[config.mk]
export PLATFORM = sky130hd
export DESIGN_NAME = pc_sequencer_flat
export DESIGN_NICKNAME = d
export VERILOG_FILES = /design/src/rtl/pc_sequencer_if.sv /design/src/rtl/pc_sequencer.sv /design/src/flat_wrapper.sv
export SDC_FILE = /design/constraint.sdc
export NUM_CORES = 1
export LEC_CHECK = 0
export BUFFER_PORTS_ARGS = -buffer_cell sky130_fd_sc_hd__buf_2
export CAP_MARGIN = 20
export CORE_ASPECT_RATIO = 1.2
export CORE_MARGIN = 2
export CORE_UTILIZATION = 30
export DETAILED_ROUTE_END_ITERATION = 6
export GPL_TIMING_DRIVEN = 0
export PLACE_DENSITY = 0.6
export SYNTH_ARGS = -nofsm -noshare
export SYNTH_HDL_FRONTEND = slang
export SYNTH_SLANG_ARGS = --single-unit
[constraint.sdc]
create_clock -name Clk -period 2.3 [get_ports Clk]
set_input_delay 0.69 -clock Clk [delete_from_list [all_inputs] [get_ports Clk]]
set_output_delay 0.69 -clock Clk [all_outputs]
set_load 0.01 [all_outputs]
[src/rtl/pc_sequencer_if.sv]
// rtl/pc_sequencer_if.sv - sequencer control/status bundle
// Purpose : groups the program-start, op stream and status signals of pc_sequencer.
// Ports   : master drives Start/StartAddr/Stall/Op/Flag/Target and observes
//           ProgCtr/Running/Done/Err/Depth; slave is the sequencer side.
interface pc_sequencer_if #(
    parameter int PW    = 10,
    parameter int DEPTH = 4
);
    localparam int DW = $clog2(DEPTH + 1);

    logic          Start;
    logic [PW-1:0] StartAddr;
    logic          Stall;
    logic [2:0]    Op;
    logic          Flag;
    logic [PW-1:0] Target;
    logic [PW-1:0] ProgCtr;
    logic          Running;
    logic          Done;
    logic          Err;
    logic [DW-1:0] Depth;

    modport master (
        output Start, StartAddr, Stall, Op, Flag, Target,
        input  ProgCtr, Running, Done, Err, Depth
    );

    modport slave (
        input  Start, StartAddr, Stall, Op, Flag, Target,
        output ProgCtr, Running, Done, Err, Depth
    );
endinterface

[src/rtl/pc_sequencer.sv]
// rtl/pc_sequencer.sv - program counter sequencer with optional return stack
// Purpose : IDLE/RUN/HALT sequencer applying NEXT/JABS/BREL/CALL/RET/HALT ops
//           to a PW-bit program counter, with a sticky fault flag.
// Ports   : Clk, ResetN (async active-low), bus (pc_sequencer_if.slave).
// Config  : PCSEQ_RET_STACK_EN defined -> DEPTH-entry return stack, CALL/RET legal;
//           undefined -> no stack, CALL/RET fault, Depth tied to 0.
module pc_sequencer #(
    parameter int PW    = 10,
    parameter int DEPTH = 4
) (
    input  logic         Clk,
    input  logic         ResetN,
    pc_sequencer_if.slave bus
);
    localparam logic [2:0] OP_NEXT = 3'd0;
    localparam logic [2:0] OP_JABS = 3'd1;
    localparam logic [2:0] OP_BREL = 3'd2;
    localparam logic [2:0] OP_CALL = 3'd3;
    localparam logic [2:0] OP_RET  = 3'd4;
    localparam logic [2:0] OP_HALT = 3'd5;

    typedef enum logic [1:0] {S_IDLE, S_RUN, S_HALT} state_t;

    state_t        r_state, w_state_nxt;
    logic [PW-1:0] r_pc, w_pc_nxt;
    logic          r_err, w_err_nxt;
    logic          w_fault;

`ifdef PCSEQ_RET_STACK_EN
    localparam int             DW   = $clog2(DEPTH + 1);
    localparam int             AW   = (DEPTH > 1) ? $clog2(DEPTH) : 1;
    localparam logic [DW-1:0]  FULL = DW'(DEPTH);

    logic [PW-1:0] r_stack [DEPTH];
    logic [DW-1:0] r_depth, w_depth_nxt, w_top;
    logic          w_push;

    assign w_top = r_depth - DW'(1);
`endif

    always_comb begin
        w_state_nxt = r_state;
        w_pc_nxt    = r_pc;
        w_err_nxt   = r_err;
        w_fault     = 1'b0;
`ifdef PCSEQ_RET_STACK_EN
        w_depth_nxt = r_depth;
        w_push      = 1'b0;
`endif
        if (bus.Start) begin
            w_pc_nxt    = bus.StartAddr;
            w_err_nxt   = 1'b0;
            w_state_nxt = S_RUN;
`ifdef PCSEQ_RET_STACK_EN
            w_depth_nxt = '0;
`endif
        end else if (r_state == S_RUN && !bus.Stall) begin
            case (bus.Op)
                OP_NEXT: w_pc_nxt = r_pc + PW'(1);
                OP_JABS: w_pc_nxt = bus.Target;
                // A PW-bit add of the raw offset is the signed, wrapping add.
                OP_BREL: w_pc_nxt = bus.Flag ? (r_pc + bus.Target) : (r_pc + PW'(1));
`ifdef PCSEQ_RET_STACK_EN
                OP_CALL: begin
                    if (r_depth == FULL) begin
                        w_fault = 1'b1;
                    end else begin
                        w_push      = 1'b1;
                        w_pc_nxt    = bus.Target;
                        w_depth_nxt = r_depth + DW'(1);
                    end
                end
                OP_RET: begin
                    if (r_depth == '0) begin
                        w_fault = 1'b1;
                    end else begin
                        w_pc_nxt    = r_stack[w_top[AW-1:0]];
                        w_depth_nxt = w_top;
                    end
                end
`endif
                OP_HALT: w_state_nxt = S_HALT;
                default: w_fault = 1'b1;
            endcase
            // Faults leave PC and stack untouched; only the flag and state move.
            if (w_fault) begin
                w_err_nxt   = 1'b1;
                w_state_nxt = S_HALT;
            end
        end
    end

    always_ff @(posedge Clk or negedge ResetN) begin
        if (!ResetN) begin
            r_state <= S_IDLE;
            r_pc    <= '0;
            r_err   <= 1'b0;
`ifdef PCSEQ_RET_STACK_EN
            r_depth <= '0;
`endif
        end else begin
            r_state <= w_state_nxt;
            r_pc    <= w_pc_nxt;
            r_err   <= w_err_nxt;
`ifdef PCSEQ_RET_STACK_EN
            r_depth <= w_depth_nxt;
`endif
        end
    end

`ifdef PCSEQ_RET_STACK_EN
    // Stack contents need no reset: entries above Depth are never read.
    always_ff @(posedge Clk) begin
        if (w_push) begin
            r_stack[r_depth[AW-1:0]] <= r_pc + PW'(1);
        end
    end

    assign bus.Depth = r_depth;
`else
    assign bus.Depth = {$clog2(DEPTH + 1){1'b0}};
`endif

    assign bus.ProgCtr = r_pc;
    assign bus.Err     = r_err;
    assign bus.Running = (r_state == S_RUN);
    assign bus.Done    = (r_state == S_HALT);
endmodule

[src/flat_wrapper.sv]
// flat-port wrapper written by rule: the top's interface ports become plain ports
module pc_sequencer_flat 
#(
    parameter int PW    = 10,
    parameter int DEPTH = 4
)
  (Clk, ResetN, bus_Start, bus_StartAddr, bus_Stall, bus_Op, bus_Flag, bus_Target, bus_ProgCtr, bus_Running, bus_Done, bus_Err, bus_Depth);
  pc_sequencer_if #(.PW(PW), .DEPTH(DEPTH)) bus_i ();
  input  logic Clk;
  input  logic ResetN;
  input wire logic [$bits(bus_i.Start)-1:0] bus_Start;
  input wire logic [$bits(bus_i.StartAddr)-1:0] bus_StartAddr;
  input wire logic [$bits(bus_i.Stall)-1:0] bus_Stall;
  input wire logic [$bits(bus_i.Op)-1:0] bus_Op;
  input wire logic [$bits(bus_i.Flag)-1:0] bus_Flag;
  input wire logic [$bits(bus_i.Target)-1:0] bus_Target;
  output wire logic [$bits(bus_i.ProgCtr)-1:0] bus_ProgCtr;
  output wire logic [$bits(bus_i.Running)-1:0] bus_Running;
  output wire logic [$bits(bus_i.Done)-1:0] bus_Done;
  output wire logic [$bits(bus_i.Err)-1:0] bus_Err;
  output wire logic [$bits(bus_i.Depth)-1:0] bus_Depth;
  assign bus_i.Start = bus_Start;
  assign bus_i.StartAddr = bus_StartAddr;
  assign bus_i.Stall = bus_Stall;
  assign bus_i.Op = bus_Op;
  assign bus_i.Flag = bus_Flag;
  assign bus_i.Target = bus_Target;
  assign bus_ProgCtr = bus_i.ProgCtr;
  assign bus_Running = bus_i.Running;
  assign bus_Done = bus_i.Done;
  assign bus_Err = bus_i.Err;
  assign bus_Depth = bus_i.Depth;
  pc_sequencer #(.PW(PW), .DEPTH(DEPTH)) u_core (.Clk(Clk), .ResetN(ResetN), .bus(bus_i));
endmodule
==> impl.org <==
** Global routing
- For met1 alone, demand over resource in global routing was 0.2222.
- Entering global routing, the biggest net connects 14 pins.
- Via count of the first global-routing pass :: 1468
- Global routing met2 resource utilization :: 0.2971
- GRT busiest layer :: met2
- The number of antenna violations at the first check in global routing is 0.
- First-pass GRT wire length :: 7107 um
- Met3 routing resource usage after global routing :: 0.02661
- For this run the aggregate overflow at the end of global routing stands at 0.
- Across every metal layer, demand over resource in global routing totals 0.1735.

** Clock tree
- Number of sinks driven by the clock tree :: 13
- Buffer type at the clock tree root :: sky130_fd_sc_hd__clkbuf_8
- The number of hold buffers added after CTS was 0.
- In this run, CTS created clock tree buffers numbering 3.
- CTS tree :: done
- Clock-pin slew was measured on the worst setup and hold paths at 0.07 ns.
- Clock latency at the later pin of the worst-skew pair :: 0.25 ns
- CTS built an H-tree with a depth of 1.
- Max clock buf depth :: 2

** Synthesis
- Async S/R FF share, synth :: 1.000
- Yosys mapped a number of flops with a built-in enable equal to 0.
- By count the netlist is led by 22 x sky130_fd_sc_hd__nor2_1, 16 x sky130_fd_sc_hd__a21oi_1, 13 x sky130_fd_sc_hd__dfrtp_1, 13 x sky130_fd_sc_hd__nand2_1.
- Largest area contributor in the netlist :: sky130_fd_sc_hd__dfrtp_1
- Yosys attributes the largest share of cell area to sky130_fd_sc_hd__dfrtp_1 22%, sky130_fd_sc_hd__ha_1 8.5%, sky130_fd_sc_hd__xnor2_1 6.0%, sky130_fd_sc_hd__nor2_1 5.6%, sky130_fd_sc_hd__a21oi_1 5.4%.
- The netlist uses 48 different library cells.
- Synthesis produced 183 cells.
- Library cell with the highest instance count after synthesis :: sky130_fd_sc_hd__nor2_1
- Count of state elements after synthesis :: 13
- After synthesis the cells add up to 1470 um^2.
- Sequential-to-total area share from yosys stat :: 0.2213
- The most used flip-flop cell after synthesis is sky130_fd_sc_hd__dfrtp_1.
- Mean instance size in the synthesized netlist :: 8.034 um^2
- Count of synthesis-stage warnings from yosys :: 0
- The share of synthesized area in the top cell type comes to 0.2213.

** Setup path
- Category of the worst setup path capture point :: register
- Among all stages on the critical path, the largest delay is contributed by sky130_fd_sc_hd__or3b_1.
- Startpoint Class :: input pin
- Slowest stage delay, CP :: 0.35 ns
- The critical path is of the input pin to register type.
- Crit path buf inv count :: 2
- In this design, the critical path's most frequently occurring cell is sky130_fd_sc_hd__o21a_1.
- Ordered list of cells on the worst path :: buf_6, ha_4, inv_2, fa_2, nor2b_4, o31a_1, o21a_1, o21a_1, or3b_1, a31oi_1
- Critical path fanouts, max :: 3
- Worst endpoint required time :: 2.48 ns
- Data arrival, critical path :: 2.42 ns
- Worst path top cell family by delay :: compound AO/OA/AOI/OAI gates

** Routing
- The count of nets left with antenna violations once routing finished came out at 0.
- Count of vias placed by the detailed router :: 1520
- Initial DRC Count :: 55
- Via-to-Cell Ratio :: 5.278
- Residual DRC count :: 0
- Before antenna repair, the detailed router went through 4 iterations.
- Dividing the detail-routed wire length by the instance count gives 14.78 um.
- Wire length reported by the detailed router :: 4258 um

** Timing
- Worst setup slack after layout :: 0.05942 ns
- Slew Limit Headroom :: 0.5766
- Time the worst path needs with I/O delays and setup :: 2.241 ns
- Setup repair after global routing could not meet its margin everywhere.
- At the pin with the least slew margin, the transition time is 0.6327 ns.
- Setup violations remaining at the end of the flow were counted as 0.
- Worst clock skew :: 0.01033 ns
- Summed negative setup slack over all endpoints :: 0 ns
- Final hold vios :: 0
- Derived from the worst setup path, the maximum achievable clock frequency is 446.3 MHz.
- Number of slew-limit violations in the final report :: 0
- In the finished design, the share of the clock period the worst path needs comes to 0.9742.

** Place
- The wire-length estimate of the detail-placed layout is 3288 um.
- Before CTS, the worst setup slack after placement is -0.3277 ns.
- In this run the tool buffered the top-level ports with 37 buffer cells.
- Routability-driven placement finished with a final weighted congestion of 0.9062.

** Floorplan
- The floorplan step set the die width to 67.91 um.
- Die Span Y :: 80.69 um
- Area inside the core boundary :: 4662 um^2
- In this run the count of I/O pins placed on the die edge is 44.
- Overall die area :: 5479 um^2
- Initial core utilization :: 0.3154
- # rows :: 27

** Power and ir drop
- Clock share of power :: 0.224
- Of the total power, registers draw 0.317.
- Combinational Power Share :: 0.460
- The internal power of the cells totals 0.5914 mW.
- Summed over all nets, the switching power comes to 0.3717 mW.
- Switching Fraction :: 0.3859
- In this run the static leakage power is 0.8462 nW.
- Ratio of total power to cell area :: 514.9 nW/um^2
- Largest voltage drop on the vdd net :: 233.7 uV

** Final layout
- Across the whole layout, storage elements account for 329.1 um^2.
- Area occupied by multi-input gates :: 1132 um^2
- Share of post-route cells with drive strength above 1 :: 0.3000
- Diode count :: 0
- The filler cells instantiated in the layout total 500.
- Relative to the synthesized area, the layout overhead comes to 27.23%.
- Post-layout net count :: 270

** Status
- The flow ran to the end, and the final reports show no timing, DRC or antenna violations.

** Flow run
- Max-cap violations in this run came to 0.

** Hold path
- Hold Path Class :: input pin to async pin
## worst paths after layout
| path | from | to | slack (ns) | depth (start not counted) |
|---|---|---|---|---|
| setup reg to reg | u_core.bus.ProgCtr[0] | u_core.bus.ProgCtr[6] | 0.12 | 9 |
| hold / removal | ResetN | u_core.r_state[0] | 0.32 | 1 |
| hold reg to reg | u_core.bus.Err | u_core.bus.Err | 0.51 | 2 |
| min in group Clk | u_core.bus.Err | u_core.bus.Err | 0.51 | 2 |
| max in group asynchronous | ResetN | u_core.bus.ProgCtr[0] | 1.71 | 1 |
| setup / recovery | bus_Target[0] | u_core.bus.ProgCtr[6] | 0.06 | 10 |
## state kept, by name (all words and copies together), names as in the netlist
signal,count
u_core.bus.ProgCtr,10
u_core.bus.Err,1
u_core.r_state,2
## power by group through the flow
stage	Clock (mW)	Sequential, mW	Combinational [mW]
final	0.215	0.305	0.443
after global routing	0.234	0.312	0.500
after CTS	0.220	0.306	0.418
after detailed placement	0	0.309	0.410
after global placement	0	0.309	0.405
after floorplan	0	0.308	0.285
## layout by cell type (no fill, tap or decap), types with 2 or more instances in the layout
master / instances
sky130_fd_sc_hd__nand2b_1: 3
sky130_fd_sc_hd__a221oi_1: 3
sky130_fd_sc_hd__a31oi_1: 3
sky130_fd_sc_hd__o21a_1: 3
sky130_fd_sc_hd__buf_2: 40
sky130_fd_sc_hd__nand2_1: 13
sky130_fd_sc_hd__a211oi_1: 3
sky130_fd_sc_hd__o21bai_1: 2
sky130_fd_sc_hd__xor2_1: 3
sky130_fd_sc_hd__ha_4: 2
sky130_fd_sc_hd__a22oi_1: 4
sky130_fd_sc_hd__ha_1: 7
sky130_fd_sc_hd__nor3_1: 3
sky130_fd_sc_hd__inv_1: 3
sky130_fd_sc_hd__and3_1: 3
sky130_fd_sc_hd__nand3_1: 4
sky130_fd_sc_hd__a21o_1: 7
sky130_fd_sc_hd__nor2_1: 22
sky130_fd_sc_hd__nor2b_1: 4
sky130_fd_sc_hd__clkbuf_8: 3
sky130_fd_sc_hd__conb_1: 3
sky130_fd_sc_hd__a21oi_1: 16
sky130_fd_sc_hd__nand4_1: 3
sky130_fd_sc_hd__o31ai_1: 3
sky130_fd_sc_hd__o21ai_0: 7
sky130_fd_sc_hd__xnor2_1: 10
sky130_fd_sc_hd__o211ai_1: 2
sky130_fd_sc_hd__dfrtp_1: 10
sky130_fd_sc_hd__clkbuf_1: 3
sky130_fd_sc_hd__buf_4: 7
sky130_fd_sc_hd__dfrtp_2: 3
sky130_fd_sc_hd__a221o_1: 2
## routing by layer
| layer | vias to the layer above | share of wire |
|---|---|---|
| met5 | - | 0 |
| met4 | 0 | 0.0089 |
| met1 | 706 | 0.44 |
| met3 | 4 | 0.048 |
| met2 | 36 | 0.50 |
| li1 | 774 | - |
## worst register-to-register path: stages (launching register included)
cell and delay (ns):
sky130_fd_sc_hd__dfrtp_2 0.45, sky130_fd_sc_hd__ha_4 0.18, sky130_fd_sc_hd__inv_2 0.04, sky130_fd_sc_hd__fa_2 0.22, sky130_fd_sc_hd__nor2b_4 0.05, sky130_fd_sc_hd__o31a_1 0.28, sky130_fd_sc_hd__o21a_1 0.20, sky130_fd_sc_hd__o21a_1 0.16
sky130_fd_sc_hd__or3b_1 0.35, sky130_fd_sc_hd__a31oi_1 0.17
## through the flow
step	utilization	instances	hold WS, ns	cell area, um^2	power, mW
after floorplan	-	185	0.3944	1493	0.5927
after global placement	0.3755	280	0.4823	1750	0.7137
after detailed placement	0.3755	280	0.4883	1750	0.7190
after CTS	0.3897	285	0.3370	1817	0.9439
after global routing	0.4012	288	0.3442	1871	1.047
final	0.4012	288	0.3246	1871	0.9631
## logic make-up after synthesis
group,count (synthesis),synth area share
flops,13,0.2213
compound gates,64,0.2987
mux,2,0.01447
simple gates,65,0.2400
xor+xnor,13,0.07745
other cells,1,0.002551
fa+ha+maj,11,0.09872
buf+inv,14,0.04680
## area by class of cell
type                       instances  area share
buffer                            10     0.02876
clock buffer                       3     0.02207
clock inverter                     1    0.002676
inverter                           4    0.008027
multi-input combinational        158      0.6054
sequential                        13      0.1759
tap                               58     0.03880
timing repair buffer              41      0.1184
## what timing repair did
action / CTS / global route
buffers inserted: 1 / 3
gates cloned: 0 / 0
pin swaps: 8 / 3
setup endpoints to repair: 4 / 4
gates resized for setup: 3 / 7
(Power assumes the default switching activity.)
